**src/rtl/cac_key_loader_24k.sv**
```systemverilog
// cac_key_loader_24k: bit-serial key delivery front end for the 24-key
// CAC-locked c432 cores. A frame is KEY_W key bits (LSB first) followed by
// check bits. A decoy key is driven until a frame passes its check.
// Repeated failures lock the loader until reset.
// Optional feature macro: KEY_CRC_EN selects an 8-bit CRC-8 (poly 0x07)
// check instead of the default single even-parity bit.
module cac_key_loader_24k #(
  parameter int               KEY_W     = 24,
  parameter int               MAX_FAIL  = 3,
  parameter logic [KEY_W-1:0] DECOY_KEY = '0
) (
  input  logic             clk,
  input  logic             rst,
  input  logic             key_start,
  input  logic             key_sdi,
  input  logic             sdi_valid,
  output logic [KEY_W-1:0] keyinput,
  output logic             key_busy,
  output logic             key_ready,
  output logic             key_err,
  output logic             key_locked
);

  localparam int               CNT_W    = $clog2(KEY_W);
  localparam logic [CNT_W-1:0] LAST_BIT = CNT_W'(KEY_W - 1);
  localparam logic [3:0]       FAIL_LIM = 4'(MAX_FAIL);

  typedef enum logic [2:0] {IDLE, SHIFT, CHECK, DONE, ERR, LOCKED} state_t;

  state_t           state, state_n;
  logic [CNT_W-1:0] bit_cnt;
  logic [KEY_W-1:0] shadow;
  logic [3:0]       fail_cnt;
  logic [3:0]       fail_nxt;
  logic             start_take;
  logic             shift_en;
  logic             chk_en;
  logic             chk_last;
  logic             chk_last_bit;
  logic             chk_ok;

`ifdef KEY_CRC_EN
  logic [7:0] crc_acc;
  logic [2:0] chk_cnt;
  logic       chk_mis;

  function automatic logic [7:0] crc8_step(input logic [7:0] crc, input logic b);
    logic fb;
    fb = crc[7] ^ b;
    return {crc[6:0], 1'b0} ^ (fb ? 8'h07 : 8'h00);
  endfunction

  // Check bits arrive crc[7] first; any earlier mismatch poisons the frame.
  assign chk_ok       = !chk_mis && (key_sdi == crc_acc[3'd7 - chk_cnt]);
  assign chk_last_bit = (chk_cnt == 3'd7);
`else
  logic par_acc;

  assign chk_ok       = (key_sdi == par_acc);
  assign chk_last_bit = 1'b1;
`endif

  assign fail_nxt   = fail_cnt + 4'd1;
  assign key_busy   = (state == SHIFT) || (state == CHECK);
  assign key_locked = (state == LOCKED);

  // State register.
  always_ff @(posedge clk) begin
    if (rst) state <= IDLE;
    else     state <= state_n;
  end

  // Next-state decode and per-cycle strobes for the datapath.
  always_comb begin
    state_n    = state;
    start_take = 1'b0;
    shift_en   = 1'b0;
    chk_en     = 1'b0;
    chk_last   = 1'b0;
    case (state)
      IDLE, DONE, ERR: begin
        if (key_start) begin
          state_n    = SHIFT;
          start_take = 1'b1;
        end
      end
      SHIFT: begin
        if (sdi_valid) begin
          shift_en = 1'b1;
          if (bit_cnt == LAST_BIT) state_n = CHECK;
        end
      end
      CHECK: begin
        if (sdi_valid) begin
          chk_en = 1'b1;
          if (chk_last_bit) begin
            chk_last = 1'b1;
            if (chk_ok)                state_n = DONE;
            else if (fail_nxt >= FAIL_LIM) state_n = LOCKED;
            else                       state_n = ERR;
          end
        end
      end
      LOCKED:  state_n = LOCKED;
      default: state_n = IDLE;
    endcase
  end

  // Control: counters, status flags and the exposed key bus.
  always_ff @(posedge clk) begin
    if (rst) begin
      keyinput  <= DECOY_KEY;
      key_ready <= 1'b0;
      key_err   <= 1'b0;
      fail_cnt  <= 4'd0;
      bit_cnt   <= '0;
`ifdef KEY_CRC_EN
      chk_cnt   <= 3'd0;
      chk_mis   <= 1'b0;
`endif
    end else begin
      if (start_take) begin
        bit_cnt <= '0;
        key_err <= 1'b0;
`ifdef KEY_CRC_EN
        chk_cnt <= 3'd0;
        chk_mis <= 1'b0;
`endif
      end
      if (shift_en) bit_cnt <= bit_cnt + CNT_W'(1);
`ifdef KEY_CRC_EN
      if (chk_en) begin
        chk_cnt <= chk_cnt + 3'd1;
        chk_mis <= !chk_ok;
      end
`endif
      if (chk_last) begin
        if (chk_ok) begin
          keyinput  <= shadow;
          key_ready <= 1'b1;
          fail_cnt  <= 4'd0;
        end else begin
          keyinput  <= DECOY_KEY;
          key_ready <= 1'b0;
          key_err   <= 1'b1;
          fail_cnt  <= fail_nxt;
        end
      end
    end
  end

  // Data: hidden shadow key and running check value, cleared on each start.
  always_ff @(posedge clk) begin
    if (start_take) begin
      shadow <= '0;
`ifdef KEY_CRC_EN
      crc_acc <= 8'h00;
`else
      par_acc <= 1'b0;
`endif
    end else if (shift_en) begin
      shadow <= {key_sdi, shadow[KEY_W-1:1]};
`ifdef KEY_CRC_EN
      crc_acc <= crc8_step(crc_acc, key_sdi);
`else
      par_acc <= par_acc ^ key_sdi;
`endif
    end
  end

endmodule
```
**config.mk**
```make
export PLATFORM = sky130hd
export DESIGN_NAME = cac_key_loader_24k
export DESIGN_NICKNAME = d
export VERILOG_FILES = /design/src/rtl/cac_key_loader_24k.sv
export SDC_FILE = /design/constraint.sdc
export NUM_CORES = 1
export LEC_CHECK = 0
export ABC_AREA = 1
export BUFFER_PORTS_ARGS = -buffer_cell sky130_fd_sc_hd__clkbuf_2
export CAP_MARGIN = 20
export CORE_MARGIN = 2
export CORE_UTILIZATION = 55
export CTS_CLUSTER_SIZE = 30
export DETAILED_ROUTE_END_ITERATION = 12
export GPL_ROUTABILITY_DRIVEN = 0
export HOLD_SLACK_MARGIN = 0.02
export PLACE_DENSITY = 0.78
export SYNTH_ARGS = -nofsm -noshare
export SYNTH_HDL_FRONTEND = slang
export SYNTH_SLANG_ARGS = --single-unit
```
**constraint.sdc**
```tcl
create_clock -name clk -period 2.8 [get_ports clk]
set_input_delay 0.14 -clock clk [delete_from_list [all_inputs] [get_ports clk]]
set_output_delay 0.14 -clock clk [all_outputs]
set_load 0.05 [all_outputs]
```
==> flow_summary.json <==
{
  "core-area_mm2": 0.00479,
  "drt_pre_antenna_iters": 4,
  "syn2layout_area_growth_pct": 13.4,
  "netlist_instances": 328,
  "drive_above_1_share": 0.293,
  "slew_headroom": 0.663,
  "die_h_um": 74.9,
  "worst_pin_slew_ns": 0.505,
  "crit_slowest_cell": "dfxtp_1",
  "port_buffers": 32,
  "hold_buffers": 0,
  "ys_top_cells_by_area": "dfxtp_1 46%, nand2_1 8.3%, nand2_4 8.1%",
  "remaining_drc_errors": 0,
  "r2r-start": "state[1]",
  "worstSkewPairLatency_ns": 0.35,
  "r2r-end": "bit_cnt[3]",
  "fmax_ghz": 0.579,
  "yosysTopAreaCellShare": 0.456,
  "cts-buffers-inserted": 9,
  "synth-seq-area-share": 0.456,
  "crit_path_end": "bit_cnt[3]",
  "die_x_um": 74.9,
  "yosys.area.top_type": "dfxtp_1",
  "num_antenna_cells": 0,
  "vias": 2178,
  "finalMaxSlewViolations": 0,
  "final_nets": 365,
  "routed_wirelength_mm": 5.21,
  "cts_sinks": 63,
  "worstPathRequired_ns": 3.07,
  "crit_chain": "inv_1, nand3_2, nor2_2, buf_4, inv_2, nand2_1, inv_2, nand2_1, a21oi_1",
  "fin_ws_ns": 1.07,
  "tns_ns": 0,
  "syn_area_mm2": 0.00277,
  "num_rows": 25,
  "finalClockSkew_ns": 0.00550,
  "final-seq-area_mm2": 0.00126,
  "maxCapViolCount": 0,
  "ant_nets": 0,
  "power_density_mw_per_mm2": 935,
  "crit_arrival_ns": 1.99,
  "tritoncts": "done",
  "vias_per_cell": 5.08,
  "ff2ff_setup_slack_ns": 1.07,
  "rsz0062_at_grt": "no",
  "grt_max_degree": 32,
  "initial_core_util": 0.578,
  "synth_area_per_cell_um2": 8.43,
  "fin_crit_ns": 1.73,
  "grt.overflow.total": 0,
  "clk_pin_slew_ns": 0.07,
  "ios": 33,
  "cts-root-buf": "clkbuf_8",
  "yosys_warnings": 0,
  "r2r_cells": 9,
  "grt_pass1_wl_mm": 8.49,
  "yosysUniqueCellTypes": 27,
  "drt-initial-drc-count": 125,
  "synthesis.nets": 336,
  "place_ws_ns": 1.11,
  "cts.path.max_buffers": 2,
  "crit_fanout": 31,
  "worstSetupPathType": "flop to flop",
  "grt.total_usage": 0.203,
  "cpPeakStageDelay_ns": 0.38,
  "post-cts-setup-buffers": 0,
  "ir_drop_mv": 0.668,
  "cp-start-kind": "flop",
  "setup_violations": 0,
  "mostFrequentLayoutCells": "63 x dfxtp_1, 61 x nand2_1, 54 x nor2_1, 32 x clkbuf_2, 30 x o21ai_0",
  "dieArea_mm2": 0.00561,
  "antenna_found_initial": 0,
  "synth-seq-cells": 63,
  "hold_class": "input pin to flop",
  "multi_input_area_mm2": 0.00129,
  "cts_resized": 0,
  "cts_max_level": 3,
  "final_common_cell": "dfxtp_1",
  "wl_per_cell_um": 12.1,
  "crit_start": "state[1]",
  "hold_viol_final": 0,
  "p_leak_nw": 1.29,
  "fillers": 390,
  "grt_pass1_vias": 1981,
  "cp-end-kind": "flop",
  "dpl.hpwl_mm": 3.41,
  "post-route-period-util": 0.617,
  "status": "complete, no violations"
}
cell families (layout without fill, tap and decap cells):
logic type	after synthesis	after routing	synth area share
AND/OR/NAND/NOR	151	151	0.281
AO/OA/AOI/OAI	73	73	0.161
flip-flops	63	63	0.456
buffers and inverters	37	71	0.0778
adder cells (fa/ha/maj)	3	3	0.0136
XOR/XNOR	1	1	0.00996
layout make-up:
| class | instances | share of cell area |
|---|---|---|
| multi-input cells | 228 | 0.411 |
| flip-flops and latches | 63 | 0.402 |
| repair buffers | 34 | 0.0558 |
| clock buffers | 9 | 0.0395 |
| clock inverters | 7 | 0.0383 |
| inverters | 21 | 0.0267 |
| well taps | 67 | 0.0267 |
through the flow:
step | power (mW) | instance area (um^2) | hold slack, ns | util | instances
6_report | 2.93 | 3140 | 0.158 | 0.655 | 429
5_1_grt | 3.09 | 3140 | 0.149 | 0.655 | 429
4_1_cts | 2.94 | 3140 | 0.140 | 0.655 | 429
3_5_place_dp | 1.98 | 2890 | 0.455 | 0.604 | 413
3_3_place_gp | 1.95 | 2890 | 0.452 | 0.604 | 413
2_1_floorplan | 1.86 | 2770 | 0.275 | - | 328
cell usage after synthesis, drive strengths merged:
| cell | n |
|---|---|
| o21bai | 1 |
| ha | 3 |
| nor2 | 58 |
| nand4 | 1 |
| dfxtp | 63 |
| inv | 21 |
| clkbuf | 8 |
| nand2 | 82 |
| buf | 8 |
| o21a | 1 |
| nand3 | 10 |
| xnor2 | 1 |
| a21oi | 38 |
| o21ai | 33 |
flip-flops by register name, indices dropped and copies added, names as in the netlist:
signal and cells:
keyinput 24, shadow 24, bit_cnt 5, fail_cnt 4
state 3, key_err 1, key_ready 1, par_acc 1
per-layer routing:
layer	routed length, um	GRT usage	vias up
li1	-	-	1105
met2	2580	0.338	49
met1	2290	0.227	1016
met4	71	0.0873	0
met5	0	0	-
met3	262	0.0870	8
worst max-delay path, delay by kind of cell (launching register included):
family	cells	cell delay [ns]
buf+inv	4	0.79
flops	1	0.38
compound gates	1	0.14
simple gates	4	0.34
worst min-delay path by stage:
stage / start / to / slack, ns / cells after the start
5_1_grt: key_sdi / shadow[23] / 0.15 / 3
2_1_floorplan: key_sdi / shadow[23] / 0.27 / 2
3_5_place_dp: key_err / key_err / 0.46 / 2
3_3_place_gp: key_err / key_err / 0.45 / 2
4_1_cts: key_sdi / shadow[23] / 0.14 / 3
6_report: key_sdi / shadow[23] / 0.16 / 3
report_power, final:
part / internal, mW / leakage, nW / switching (mW)
combinational: 0.213 / 0.662 / 0.504
sequential: 1.10 / 0.512 / 0.154
clock: 0.594 / 0.120 / 0.373
total: 1.90 / 1.29 / 1.03
Note: power is estimated with default switching activity, not from simulation.
